===== config.mk =====
export PLATFORM = sky130hd
export DESIGN_NAME = line_write_buffer
export DESIGN_NICKNAME = d
export VERILOG_FILES = /design/src/rtl/line_write_buffer.sv
export SDC_FILE = /design/constraint.sdc
export NUM_CORES = 2
export LEC_CHECK = 0
export ABC_CLOCK_PERIOD_IN_PS = 41200
export BUFFER_PORTS_ARGS = -buffer_cell sky130_fd_sc_hd__buf_2
export CAP_MARGIN = 20
export CORE_MARGIN = 3
export CORE_UTILIZATION = 30
export DETAILED_ROUTE_END_ITERATION = 8
export HOLD_SLACK_MARGIN = 0.08
export PLACE_DENSITY_LB_ADDON = 0.12
export SYNTH_ARGS = -nofsm -noshare
export SYNTH_HDL_FRONTEND = slang
export SYNTH_SLANG_ARGS = --single-unit

===== constraint.sdc =====
create_clock -name clk_i -period 41.2 [get_ports clk_i]
set_clock_uncertainty 0.05 [all_clocks]
set_input_delay 4.12 -clock clk_i [delete_from_list [all_inputs] [get_ports clk_i]]
set_output_delay 4.12 -clock clk_i [all_outputs]
set_load 0.03 [all_outputs]

===== src/rtl/line_write_buffer.sv =====
// rtl/line_write_buffer.sv - write-back line buffer between the dcache memory port and data memory
//
// Dirty-line evictions are acked after one cycle and queued, then drained to
// memory in FIFO order. Line-fill reads hit in the buffer are forwarded
// directly; misses go downstream with priority over draining.
//
// Ports:
//   clk_i         clock, rising edge
//   rst_i         asynchronous reset, active-low
//   c_enable_i    cache request, held until c_ack_o
//   c_write_i     1 = line write (eviction), 0 = line read (fill)
//   c_addr_i      line-aligned request address
//   c_data_i      write line data
//   c_data_o      read line data, valid with c_ack_o, held between acks
//   c_ack_o       one-cycle completion pulse to the cache
//   mem_enable_o  memory request, held until mem_ack_i
//   mem_write_o   memory request type
//   mem_addr_o    memory address
//   mem_data_o    memory write data
//   mem_data_i    memory read data, valid with mem_ack_i
//   mem_ack_i     one-cycle memory completion pulse
module line_write_buffer #(
    parameter int DEPTH  = 4,
    parameter int DATA_W = 256,
    parameter int ADDR_W = 32
) (
    input  logic              clk_i,
    input  logic              rst_i,
    input  logic              c_enable_i,
    input  logic              c_write_i,
    input  logic [ADDR_W-1:0] c_addr_i,
    input  logic [DATA_W-1:0] c_data_i,
    output logic [DATA_W-1:0] c_data_o,
    output logic              c_ack_o,
    output logic              mem_enable_o,
    output logic              mem_write_o,
    output logic [ADDR_W-1:0] mem_addr_o,
    output logic [DATA_W-1:0] mem_data_o,
    input  logic [DATA_W-1:0] mem_data_i,
    input  logic              mem_ack_i
);
    localparam int PTR_W    = (DEPTH > 1) ? $clog2(DEPTH) : 1;
    localparam int CNT_W    = PTR_W + 1;
    localparam int LINE_LSB = 5;

    typedef enum logic [1:0] {
        S_IDLE,
        S_DRAIN,
        S_READ
    } state_t;

    state_t             state_q;
    logic [DEPTH-1:0]   valid_q;
    logic [ADDR_W-1:0]  addr_q [DEPTH];
    logic [DATA_W-1:0]  data_q [DEPTH];
    logic [PTR_W-1:0]   head_q;
    logic [PTR_W-1:0]   tail_q;
    logic [CNT_W-1:0]   count_q;

    logic               accept;
    logic               req_write;
    logic               req_read;
    logic [DEPTH-1:0]   match_vec;
    logic               hit_any;
    logic               read_miss;
    logic               drain_busy;
    logic               hit_live;
    logic [PTR_W-1:0]   live_idx;
    logic [PTR_W-1:0]   fwd_idx;
    logic               do_coalesce;
    logic               do_push;
    logic               do_fwd;
    logic               do_pop;
    logic               read_done;

    // The ack cycle blocks acceptance so a held request is not served twice.
    assign accept    = c_enable_i && !c_ack_o;
    assign req_write = accept && c_write_i;
    assign req_read  = accept && !c_write_i;

    always_comb begin
        match_vec = '0;
        for (int i = 0; i < DEPTH; i++) begin
            match_vec[i] = valid_q[i] &&
                (addr_q[i][ADDR_W-1:LINE_LSB] == c_addr_i[ADDR_W-1:LINE_LSB]);
        end
    end

    assign hit_any   = |match_vec;
    assign read_miss = req_read && !hit_any;

    // The head counts as draining already in the cycle IDLE selects it: its
    // data is being copied into mem_data_o now, so a coalesce into it would
    // be lost when it pops.
    assign drain_busy = (state_q == S_DRAIN) ||
                        ((state_q == S_IDLE) && !read_miss && (count_q != '0));

    // A non-draining copy is the newest one for its line.
    always_comb begin
        hit_live = 1'b0;
        live_idx = '0;
        for (int i = 0; i < DEPTH; i++) begin
            if (match_vec[i] && !(drain_busy && (PTR_W'(i) == head_q))) begin
                hit_live = 1'b1;
                live_idx = PTR_W'(i);
            end
        end
    end

    // A hit with no live copy can only be the draining head.
    assign fwd_idx = hit_live ? live_idx : head_q;

    assign do_coalesce = req_write && hit_live;
    // Full test uses the registered count, so a same-cycle pop frees nothing.
    assign do_push     = req_write && !hit_live && (count_q < CNT_W'(DEPTH));
    assign do_fwd      = req_read && hit_any;
    assign do_pop      = (state_q == S_DRAIN) && mem_ack_i;
    assign read_done   = (state_q == S_READ) && mem_ack_i;

    // Line storage; contents are qualified by valid_q, so no reset needed.
    always_ff @(posedge clk_i) begin
        if (do_push) begin
            addr_q[tail_q] <= c_addr_i;
            data_q[tail_q] <= c_data_i;
        end else if (do_coalesce) begin
            data_q[live_idx] <= c_data_i;
        end
    end

    always_ff @(posedge clk_i or negedge rst_i) begin
        if (!rst_i) begin
            state_q      <= S_IDLE;
            valid_q      <= '0;
            head_q       <= '0;
            tail_q       <= '0;
            count_q      <= '0;
            c_ack_o      <= 1'b0;
            c_data_o     <= '0;
            mem_enable_o <= 1'b0;
            mem_write_o  <= 1'b0;
            mem_addr_o   <= '0;
            mem_data_o   <= '0;
        end else begin
            c_ack_o <= do_coalesce || do_push || do_fwd || read_done;

            if (do_fwd) begin
                c_data_o <= data_q[fwd_idx];
            end else if (read_done) begin
                c_data_o <= mem_data_i;
            end

            if (do_push) begin
                valid_q[tail_q] <= 1'b1;
                tail_q          <= tail_q + 1'b1;
            end
            if (do_pop) begin
                valid_q[head_q] <= 1'b0;
                head_q          <= head_q + 1'b1;
            end

            case ({do_push, do_pop})
                2'b10:   count_q <= count_q + 1'b1;
                2'b01:   count_q <= count_q - 1'b1;
                default: ;
            endcase

            case (state_q)
                S_IDLE: begin
                    if (read_miss) begin
                        state_q      <= S_READ;
                        mem_enable_o <= 1'b1;
                        mem_write_o  <= 1'b0;
                        mem_addr_o   <= c_addr_i;
                    end else if (count_q != '0) begin
                        state_q      <= S_DRAIN;
                        mem_enable_o <= 1'b1;
                        mem_write_o  <= 1'b1;
                        mem_addr_o   <= addr_q[head_q];
                        mem_data_o   <= data_q[head_q];
                    end
                end
                S_DRAIN: begin
                    if (mem_ack_i) begin
                        state_q      <= S_IDLE;
                        mem_enable_o <= 1'b0;
                        mem_write_o  <= 1'b0;
                    end
                end
                S_READ: begin
                    if (mem_ack_i) begin
                        state_q      <= S_IDLE;
                        mem_enable_o <= 1'b0;
                    end
                end
                default: state_q <= S_IDLE;
            endcase
        end
    end
endmodule


==> results.yml <==
timing:
  whs_ns: 0.4456
  setup_viol: 0
  post-route-min-period_ns: 9.476
  relSlewSlack: 0.1054
  hold_viol: 0
  finalSetupTns_ns: 0
  tightest_slew_ns: 1.342
  drv_slew: 0
  min_period_over_period: 0.2300
  setup_ws_ns: 31.72
  rsz0062_at_grt: "no"
  fmax_ghz: 0.1055
logic_synthesis:
  syn-num-nets: 4812
  yosysTopAreaCellShare: 0.4612
  synth-edff-count: 1152
  synth_cells: 4249
  seq_area_frac_synth: 0.6480
  synth_area_per_cell_um2: 17.65
  ys_seq_elements: 1712
  yosysUniqueCellTypes: 49
  synthArstFlopShare: 0.3271
  syn_area_um2: 75000
  yosysWarnings: 0
  yosys-top-cells-count: "edfxtp_1 (1152), dfrtp_1 (560), mux2i_1 (514), mux2_2 (321), mux4_2 (288)"
  ys.flop_type: "edfxtp_1"
  synth_most_common_cell: "edfxtp_1"
  synthTopCellsByArea: "edfxtp_1 (46%), dfrtp_1 (19%), mux4_2 (8.6%), mux2i_1 (6.9%), mux2_2 (4.8%)"
  yosys.area.top_type: "edfxtp_1"
floorplanning:
  die_w_um: 506.0
  core_area_um2: 247300
  rows: 182
  fp.dieH_um: 506.0
  ios: 1096
  start_util: 0.3033
  die_area_um2: 256100
worst_hold_path:
  hold_start: "count_q[0]$_DFFE_PN0P_"
  hold_path_class: "flip-flop to flip-flop"
  hold-path-cell-count: 1
  hold_end: "count_q[0]$_DFFE_PN0P_"
power:
  power.density_nw_per_um2: 76.11
  vdd_drop_max_mv: 0.07025
  power_uw: 6881
  p_leak_uw: 0.03566
route:
  route.met2.wl_um: 127500
  ant_nets: 0
  vias_per_cell: 5.167
  wl_per_cell_um: 30.50
  drc: 0
  vias: 45480
  wl_met3_um: 18980
  dr.pass1.iters: 5
  drt-met1-wl_um: 114700
  first_iter_violations: 3196
  top_layer: "met5"
  drt_wl_total_um: 268500
clock_network:
  cts_max_level: 4
  cts_max_path_buffers: 3
  ctsRootBufferMaster: "clkbuf_16"
  cts_tree: "built"
  cts_buffers: 197
  ctsHoldBuffers: 0
  post_cts_buffers: 0
  cts_resized: 0
  clk_pin_slew_worst_paths_ns: 0.05
  cts_sinks: 1712
  clk_latency_ns: 0.84
setup_path:
  cp.arrival_ns: 9.85
  end_kind: "flip-flop"
  reg2reg_depth: 9
  path_class: "input pin to flip-flop"
  start_kind: "input pin"
  crit_fanout: 46
  reg2reg_to: "c_data_o[135]$_DFFE_PN0P_"
  r2r_slack_ns: 34.73
  critPathRequiredTime_ns: 41.57
  r2r-start: "head_q[1]$_DFFE_PN0P_"
final_layout:
  area_growth_pct: 20.53
  final_nets: 5840
  drive_above_1_share: 0.4311
  stdcell_count: 8803
placed_design:
  dp_cells: 8390
  place.port_buffers: 1095
  dp_hpwl_um: 176200
  gp_congestion: 0.8255
  pre_cts_slack_ns: 30.85
grt:
  grt_pass1_wl_um: 380200
  grt_pass1_vias: 47940
  grt_max_degree: 129
  grt_usage: 0.2043
  antenna_found_initial: 134
  grt_overflow: 0
flow_run:
  cap_violations: 0
outcome:
  status: "finished clean"
## layer usage
metal  vias to the layer above  GRT usage
met5                         -          0
li1                      19510          -
met4                        76    0.05205
met1                     24050     0.2703
met3                       432    0.05623
met2                      1417     0.3313
## worst max-delay path by stage
stage	endpoint	slack, ns	from
after floorplan	data_q[3][0]$_DFFE_PP_	23.85	c_addr_i[7]
after global placement	data_q[0][107]$_DFFE_PP_	30.83	c_addr_i[7]
after detailed placement	data_q[0][107]$_DFFE_PP_	30.85	c_addr_i[7]
after CTS	data_q[0][128]$_DFFE_PP_	31.73	c_addr_i[7]
after global routing	data_q[0][128]$_DFFE_PP_	31.37	c_addr_i[7]
final	data_q[0][128]$_DFFE_PP_	31.72	c_addr_i[20]
## per-stage QoR
step | area (µm²) | utilization
floorplan | 75000 | -
global placement | 83840 | 0.3390
detailed placement | 83850 | 0.3391
CTS | 90310 | 0.3652
global route | 90340 | 0.3653
finish | 90400 | 0.3656
## cells by family after synthesis
family | count (synthesis) | synth area share
DFF | 1712 | 0.6480
and+or+nand+nor | 376 | 0.03103
adders and majority gates | 14 | 0.002436
AOI/OAI and AO/OA | 542 | 0.07840
xor gates and xnor gates | 113 | 0.01330
muxes | 1123 | 0.2033
buffers and inverters | 369 | 0.02352
## final cells by class
type                       count  area [µm²]
sequential                  1712       48610
timing repair buffer        1185        6300
inverter                      13       48.80
multi-input combinational   2168       24740
fill                       23530      156900
tap                         3312        4144
clock buffer                 280        5543
antenna                       38       95.09
clock inverter                95       915.9
## report_power, final
part	switching, µW	total, µW	leakage (µW)	internal (µW)
sequential	242	2450	0.0172	2200
clock	741	1740	0.00316	998
combinational	1660	2700	0.0153	1040
## registers in the layout, summed over array words and instances, names as in the netlist
signal        flops
addr_q          128
c_ack_o           1
c_data_o        256
count_q           3
data_q         1024
head_q            2
mem_addr_o       32
mem_data_o      256
mem_enable_o      1
mem_write_o       1
state_q           2
tail_q            2
valid_q           4
## worst max-delay path: stages
cell and delay (ns):
buf_2 0.19, xnor2_1 0.35, nand4_1 0.14, nor4_1 0.67, nand2b_1 0.18, o22ai_1 0.51, o31ai_1 0.22, mux2i_1 0.24
nor2_4 0.14, buf_4 0.70, buf_4 0.74, buf_4 0.71, buf_4 0.75
## cell usage in the layout, fill, tap and decap left out, types with 7 or more instances in the layout
master and count:
a211oi_1 256, a221oi_1 16, a221oi_2 240, and3_1 256, buf_12 10, buf_2 1093, buf_4 80, bufinv_16 9
clkbuf_1 54, clkbuf_16 198, clkbuf_8 29, clkinv_1 25, clkinv_2 40, dfrtp_1 558, diode_2 38, edfxtp_1 1152
ha_1 12, inv_1 13, mux2_2 321, mux2i_1 514, mux4_2 288, nand2_1 11, nand3_1 7, nand4_1 38
nor4_1 17, nor4b_1 8, xnor2_1 74, xor2_1 38
Note: power is estimated with default switching activity, not from simulation.
